**src/rtl/l2_access_ctrl.sv**
```systemverilog
// One-port L2 initiator: serves L1 block reads (with main-memory fetch and fill on miss) and write-through writes.
// Define L2_ACCESS_PERF_CNT_EN to add saturating read hit/miss counters (hit_cnt_o, miss_cnt_o).
module l2_access_ctrl #(
    parameter int BLOCK_W = 128,
    parameter int TAG_W   = 7,
    parameter int IDX_W   = 8,
    parameter int WORD_W  = 2,
    parameter int OFF_W   = 2,
    parameter int L2_LAT  = 1,
    localparam int ADDR_W = TAG_W + IDX_W + WORD_W + OFF_W,
    localparam int BE_W   = BLOCK_W / 8,
    localparam int MEM_AW = ADDR_W - WORD_W - OFF_W
) (
    input  logic                clk_i,
    input  logic                rst_ni,
    input  logic                req_valid_i,
    output logic                req_ready_o,
    input  logic                req_we_i,
    input  logic [ADDR_W-1:0]   req_addr_i,
    input  logic [BLOCK_W-1:0]  req_wdata_i,
    input  logic [BE_W-1:0]     req_be_i,
    output logic                resp_valid_o,
    input  logic                resp_ready_i,
    output logic [BLOCK_W-1:0]  resp_data_o,
    output logic                resp_hit_o,
    output logic                l2_read_o,
    output logic                l2_write_o,
    output logic [ADDR_W-1:0]   l2_addr_o,
    output logic [BLOCK_W-1:0]  l2_wdata_o,
    output logic [BE_W-1:0]     l2_be_o,
    input  logic [BLOCK_W-1:0]  l2_rdata_i,
    input  logic                l2_hit_i,
    output logic                mem_req_o,
    output logic                mem_we_o,
    output logic [MEM_AW-1:0]   mem_addr_o,
    output logic [BLOCK_W-1:0]  mem_wdata_o,
    output logic [BE_W-1:0]     mem_be_o,
    input  logic                mem_ack_i,
    input  logic [BLOCK_W-1:0]  mem_rdata_i
`ifdef L2_ACCESS_PERF_CNT_EN
    ,
    output logic [31:0]         hit_cnt_o,
    output logic [31:0]         miss_cnt_o
`endif
);

    localparam int LAT_CW = (L2_LAT > 1) ? $clog2(L2_LAT) : 1;

    typedef enum logic [2:0] {
        S_IDLE, S_L2_RD, S_L2_WAIT, S_MEM_RD, S_L2_FILL, S_L2_WR, S_MEM_WR, S_RESP
    } state_e;

    state_e              r_state;
    state_e              w_state_nxt;
    logic [ADDR_W-1:0]   r_addr;
    logic [BLOCK_W-1:0]  r_wdata;
    logic [BE_W-1:0]     r_be;
    logic [BLOCK_W-1:0]  r_rdata;
    logic                r_hit;
    logic [LAT_CW-1:0]   r_lat_cnt;
    logic                w_accept;
    logic                w_lat_done;
    logic                w_decide;

    assign w_accept   = (r_state == S_IDLE) && req_valid_i;
    assign w_lat_done = (r_lat_cnt == LAT_CW'(L2_LAT - 1));
    assign w_decide   = (r_state == S_L2_WAIT) && w_lat_done;

    // NOTE: every output and the next state get a default before the case, so no path infers a latch.
    always_comb begin
        w_state_nxt  = r_state;
        req_ready_o  = 1'b0;
        resp_valid_o = 1'b0;
        resp_data_o  = '0;
        resp_hit_o   = 1'b0;
        l2_read_o    = 1'b0;
        l2_write_o   = 1'b0;
        l2_addr_o    = (r_state == S_IDLE) ? '0 : r_addr;
        l2_wdata_o   = '0;
        l2_be_o      = '0;
        mem_req_o    = 1'b0;
        mem_we_o     = 1'b0;
        mem_addr_o   = '0;
        mem_wdata_o  = '0;
        mem_be_o     = '0;
        case (r_state)
            S_IDLE: begin
                req_ready_o = 1'b1;
                if (req_valid_i) w_state_nxt = req_we_i ? S_L2_WR : S_L2_RD;
            end
            S_L2_RD: begin
                l2_read_o   = 1'b1;
                w_state_nxt = S_L2_WAIT;
            end
            S_L2_WAIT: begin
                if (w_lat_done) w_state_nxt = l2_hit_i ? S_RESP : S_MEM_RD;
            end
            S_MEM_RD: begin
                mem_req_o  = 1'b1;
                mem_addr_o = r_addr[ADDR_W-1:WORD_W+OFF_W];
                if (mem_ack_i) w_state_nxt = S_L2_FILL;
            end
            S_L2_FILL: begin
                l2_write_o  = 1'b1;
                l2_wdata_o  = r_rdata;
                l2_be_o     = '1;
                w_state_nxt = S_RESP;
            end
            S_L2_WR: begin
                l2_write_o  = 1'b1;
                l2_wdata_o  = r_wdata;
                l2_be_o     = r_be;
                w_state_nxt = S_MEM_WR;
            end
            S_MEM_WR: begin
                mem_req_o   = 1'b1;
                mem_we_o    = 1'b1;
                mem_addr_o  = r_addr[ADDR_W-1:WORD_W+OFF_W];
                mem_wdata_o = r_wdata;
                mem_be_o    = r_be;
                if (mem_ack_i) w_state_nxt = S_RESP;
            end
            S_RESP: begin
                resp_valid_o = 1'b1;
                resp_data_o  = r_rdata;
                resp_hit_o   = r_hit;
                if (resp_ready_i) w_state_nxt = S_IDLE;
            end
            default: w_state_nxt = S_IDLE;
        endcase
    end

    // NOTE: sequential state uses non-blocking assignments so every register sees pre-edge values.
    always_ff @(posedge clk_i or negedge rst_ni) begin
        if (!rst_ni) begin
            r_state   <= S_IDLE;
            r_addr    <= '0;
            r_wdata   <= '0;
            r_be      <= '0;
            r_rdata   <= '0;
            r_hit     <= 1'b0;
            r_lat_cnt <= '0;
        end else begin
            r_state <= w_state_nxt;
            if (w_accept) begin
                r_addr    <= req_addr_i;
                r_wdata   <= req_wdata_i;
                r_be      <= req_be_i;
                r_rdata   <= '0;
                r_hit     <= 1'b0;
                r_lat_cnt <= '0;
            end
            if ((r_state == S_L2_WAIT) && !w_lat_done) r_lat_cnt <= r_lat_cnt + LAT_CW'(1);
            if (w_decide && l2_hit_i) begin
                r_rdata <= l2_rdata_i;
                r_hit   <= 1'b1;
            end
            // The fetched block doubles as the fill data and the miss response.
            if ((r_state == S_MEM_RD) && mem_ack_i) r_rdata <= mem_rdata_i;
        end
    end

`ifdef L2_ACCESS_PERF_CNT_EN
    logic [31:0] r_hit_cnt;
    logic [31:0] r_miss_cnt;

    always_ff @(posedge clk_i or negedge rst_ni) begin
        if (!rst_ni) begin
            r_hit_cnt  <= '0;
            r_miss_cnt <= '0;
        end else if (w_decide) begin
            if (l2_hit_i && (r_hit_cnt != '1)) r_hit_cnt <= r_hit_cnt + 32'd1;
            if (!l2_hit_i && (r_miss_cnt != '1)) r_miss_cnt <= r_miss_cnt + 32'd1;
        end
    end

    assign hit_cnt_o  = r_hit_cnt;
    assign miss_cnt_o = r_miss_cnt;
`endif

endmodule

```
**config.mk**
```make
export PLATFORM = sky130hd
export DESIGN_NAME = l2_access_ctrl
export DESIGN_NICKNAME = d
export VERILOG_FILES = /design/src/rtl/l2_access_ctrl.sv
export SDC_FILE = /design/constraint.sdc
export NUM_CORES = 1
export LEC_CHECK = 0
export BUFFER_PORTS_ARGS = -buffer_cell sky130_fd_sc_hd__buf_2
export CORE_AREA = 8 8 337 339
export CTS_CLUSTER_DIAMETER = 50
export DETAILED_ROUTE_END_ITERATION = 6
export DIE_AREA = 0 0 345 347
export PLACE_DENSITY_LB_ADDON = 0.2
export SLEW_MARGIN = 40
export SYNTH_ARGS = -nofsm -noshare
export SYNTH_HDL_FRONTEND = slang
export SYNTH_SLANG_ARGS = --single-unit
```
**constraint.sdc**
```tcl
create_clock -name clk_i -period 3.1 [get_ports clk_i]
set_input_delay 0.31 -clock clk_i [delete_from_list [all_inputs] [get_ports clk_i]]
set_output_delay 0.31 -clock clk_i [all_outputs]
set_load 0.005 [all_outputs]
```
==> results_dict.tcl <==
set metrics [dict create \
    violations "negative setup slack" \
    cap_viol_max_count 0 \
    clk_pin_slew_ps 50 \
    num_vias 17400 \
    die_x_um 345 \
    final.min_clock_period_ps 3100 \
    synth_nets 1938 \
    core-area_sq_um 108000 \
    area_growth_pct 77.8 \
    seq_area_frac_synth_pct 46.1 \
    swShare_pct 38.1 \
    cellPowerDensity_nw_per_um2 948 \
    overflow 0 \
    post_cts_buffers 0 \
    cp_max_fo 128 \
    netlist_instances 1512 \
    fmax_ghz 0.323 \
    dp.cells 3708 \
    clockPowerShare_pct 26.6 \
    setup_violations 1 \
    htree_levels 2 \
    switchingPower_uw 10300 \
    grt_first_pass_wirelength_mm 134 \
    grt_usage_pct 14.7 \
    instances_no_fill 4237 \
    crit_arrival_ps 3600 \
    fp.dieArea_sq_um 120000 \
    wl_per_cell_um 21.9 \
    routed_via_density 4.11 \
    initial_core_util_pct 14.9 \
    slew_violations 0 \
    grt_setup_unrepaired "true" \
    dr.pass1.iters 7 \
    postPlaceCellArea_sq_um 22200 \
    worstSetupEndpointType "flop" \
    cts_resized 0 \
    drt_iter0_drc 782 \
    clk_latency_ps 630 \
    gp_congestion 0.815 \
    ys_ff_latch 296 \
    drt.antenna.violating_nets 0 \
    start_kind "flop" \
    netlist_area_sq_um 16100 \
    finClkSkew_ps 25.5 \
    antenna_found_initial 17 \
    fin_area_sq_um 28600 \
    synth.distinct_cells 36 \
    fin_ws_ps -0.411 \
    ir_drop_uv 713 \
    hold_viol_final 0 \
    place_hpwl_mm 68.8 \
    outcome "finished with violations" \
    cts.sink_count 296 \
    numCtsBuffers 58 \
    syn_area_per_cell_sq_um 10.6 \
    tightestPinTransition_ps 905 \
    die_height_um 347 \
    ctsLongestPathBuffers 3 \
    route.detailed.drc 0 \
    timing.hold.worst.class "in -> reg" \
    ys_warn_count 0 \
    drive_gt1_share_pct 39.8 \
    synth_area_leader_cell "dfrtp_1" \
    critPathRequiredTime_ps 3600 \
    seq_power_share_pct 28.3 \
    pre_cts_ws_ps 698 \
    path_class "reg -> reg" \
    root_buffer "clkbuf_16" \
    grt_max_degree 129 \
    cellLeakagePower_uw 0.0150 \
    synth.area.top_cells "dfrtp_1, and2_1, a221o_1" \
    hold-worst-slack_ps 71.0 \
    synth_top_cell_area_share_pct 46.1 \
    place.port_buffers 882 \
    slew_headroom_pct 39.7 \
    nets 3192 \
    cts_tree "done" \
    rows 121 \
    min_period_over_period_pct 100 \
    io_pins 883 \
    finalWirelength_mm 92.7 \
    grt_pass1_vias 19400 \
    p_comb_share_pct 45.2 \
    power.internal_uw 16800 \
]
sequential cells by signal (all words and copies together), names as in the netlist:
register / flops
r_addr: 19
r_be: 16
r_hit: 1
r_lat_cnt: 1
r_rdata: 128
r_state: 3
r_wdata: 128
worst max-delay path: stages (launching register included):
cell and delay, ps:
dfrtp_4 640, nor4b_2 430, buf_4 320, a211oi_4 60, buf_12 240, a221o_1 460, dlygate4sd3_1 570
synth_stat cells:
library cell and number:
buf_1 7, a211oi_2 1, mux2_1 77, o31a_1 1
inv_2 1, nand2_1 19, nor2_1 131, or3b_1 1
or3b_2 1, dfrtp_1 296, o31ai_1 1, nand2b_1 2
o22ai_1 1, mux2_2 70, o21ai_1 10, clkbuf_1 64
a221o_1 128, xor2_1 1, a311oi_1 1, buf_4 9
and2_1 257, nor3b_2 1, a211oi_1 1, o21ai_0 6
nor3_1 19, nor2b_1 23, o2bb2ai_1 1, and3_1 142
buf_6 12, a21oi_1 20, mux2i_1 128, a2bb2oi_1 1
buf_2 57, and4b_1 1, nor4b_1 2, inv_1 19
worst paths after layout:
| kind | slack, ps | to | cells past startpoint | startpoint |
|---|---|---|---|---|
| max | -0.4 | r_rdata[50] | 6 | r_state[0] |
| min | 70 | r_rdata[40] | 3 | l2_rdata_i[40] |
| max reg2reg | -0.4 | r_rdata[50] | 6 | r_state[0] |
| min reg2reg | 500 | r_addr[2] | 1 | r_addr[2] |
| max in group asynchronous | 1980 | r_rdata[41] | 4 | rst_ni |
| min in group asynchronous | 150 | r_rdata[101] | 2 | rst_ni |
placed cells by master, fill, tap and decap left out, drive strengths merged, types with 2 or more instances in the layout:
cell type,netlist,final
nor2b,23,23
nand2,19,19
a21oi,20,20
and3,142,142
a211oi,2,2
nor2,131,131
mux2i,128,128
clkbuf,64,64
buf,85,932
dlygate4sd3,0,411
or3b,2,2
and2,257,257
clkinvlp,0,5
nor3,19,19
nand2b,2,2
nor4b,2,2
clkinv,0,17
inv,20,26
bufinv,0,15
o21ai,16,16
diode,0,10
a221o,128,128
mux2,147,147
dfrtp,296,296
per-stage QoR:
stage | TNS, ps | utilization, % | power, uW
5_1_grt | -2.00 | 26.4 | 28700
3_3_place_gp | 0 | 20.6 | 18600
3_5_place_dp | 0 | 20.6 | 18600
6_report | -0.411 | 26.5 | 27100
2_1_floorplan | 0 | - | 12800
4_1_cts | 0 | 26.4 | 27500
routing by layer:
layer / global-route usage [%] / vias to the layer above / wire [um]
met5: 0 / - / 44
met4: 4.83 / 8 / 2750
met3: 3.89 / 149 / 6160
met2: 26.8 / 722 / 47700
met1: 16.4 / 8656 / 36000
li1: - / 7880 / -
power by group through the flow:
stage                     sequential, uW  clock, uW  combinational [uW]
after floorplan                     6550          0                6270
after global placement              7760          0               10800
after detailed placement            7740          0               10800
after CTS                           7710       7440               12400
after global routing                7880       7580               13300
final                               7660       7210               12300
logic make-up after synthesis:
family,count (synthesis),share of synthesized area (%)
and+or+nand+nor,599,20.9
buffers and inverters,169,5.16
muxes,275,18.3
DFF,296,46.1
AOI/OAI and AO/OA,172,9.52
xor gates and xnor gates,1,0.0545
area by class of cell:
type,instances,area (sq um)
tap,1414,1770
timing repair buffer,1343,9210
antenna,10,25.0
sequential,296,7410
fill,11800,79500
inverter,20,75.1
multi-input combinational,1047,7900
clock buffer,64,1510
clock inverter,43,692
what timing repair did:
| action | CTS | global route |
|---|---|---|
| endpoints found under the setup margin | 0 | 1 |
| hold endpoints to repair | 364 | 0 |
| hold buffers | 411 | 0 |
Power figures use the tool's default switching activity.
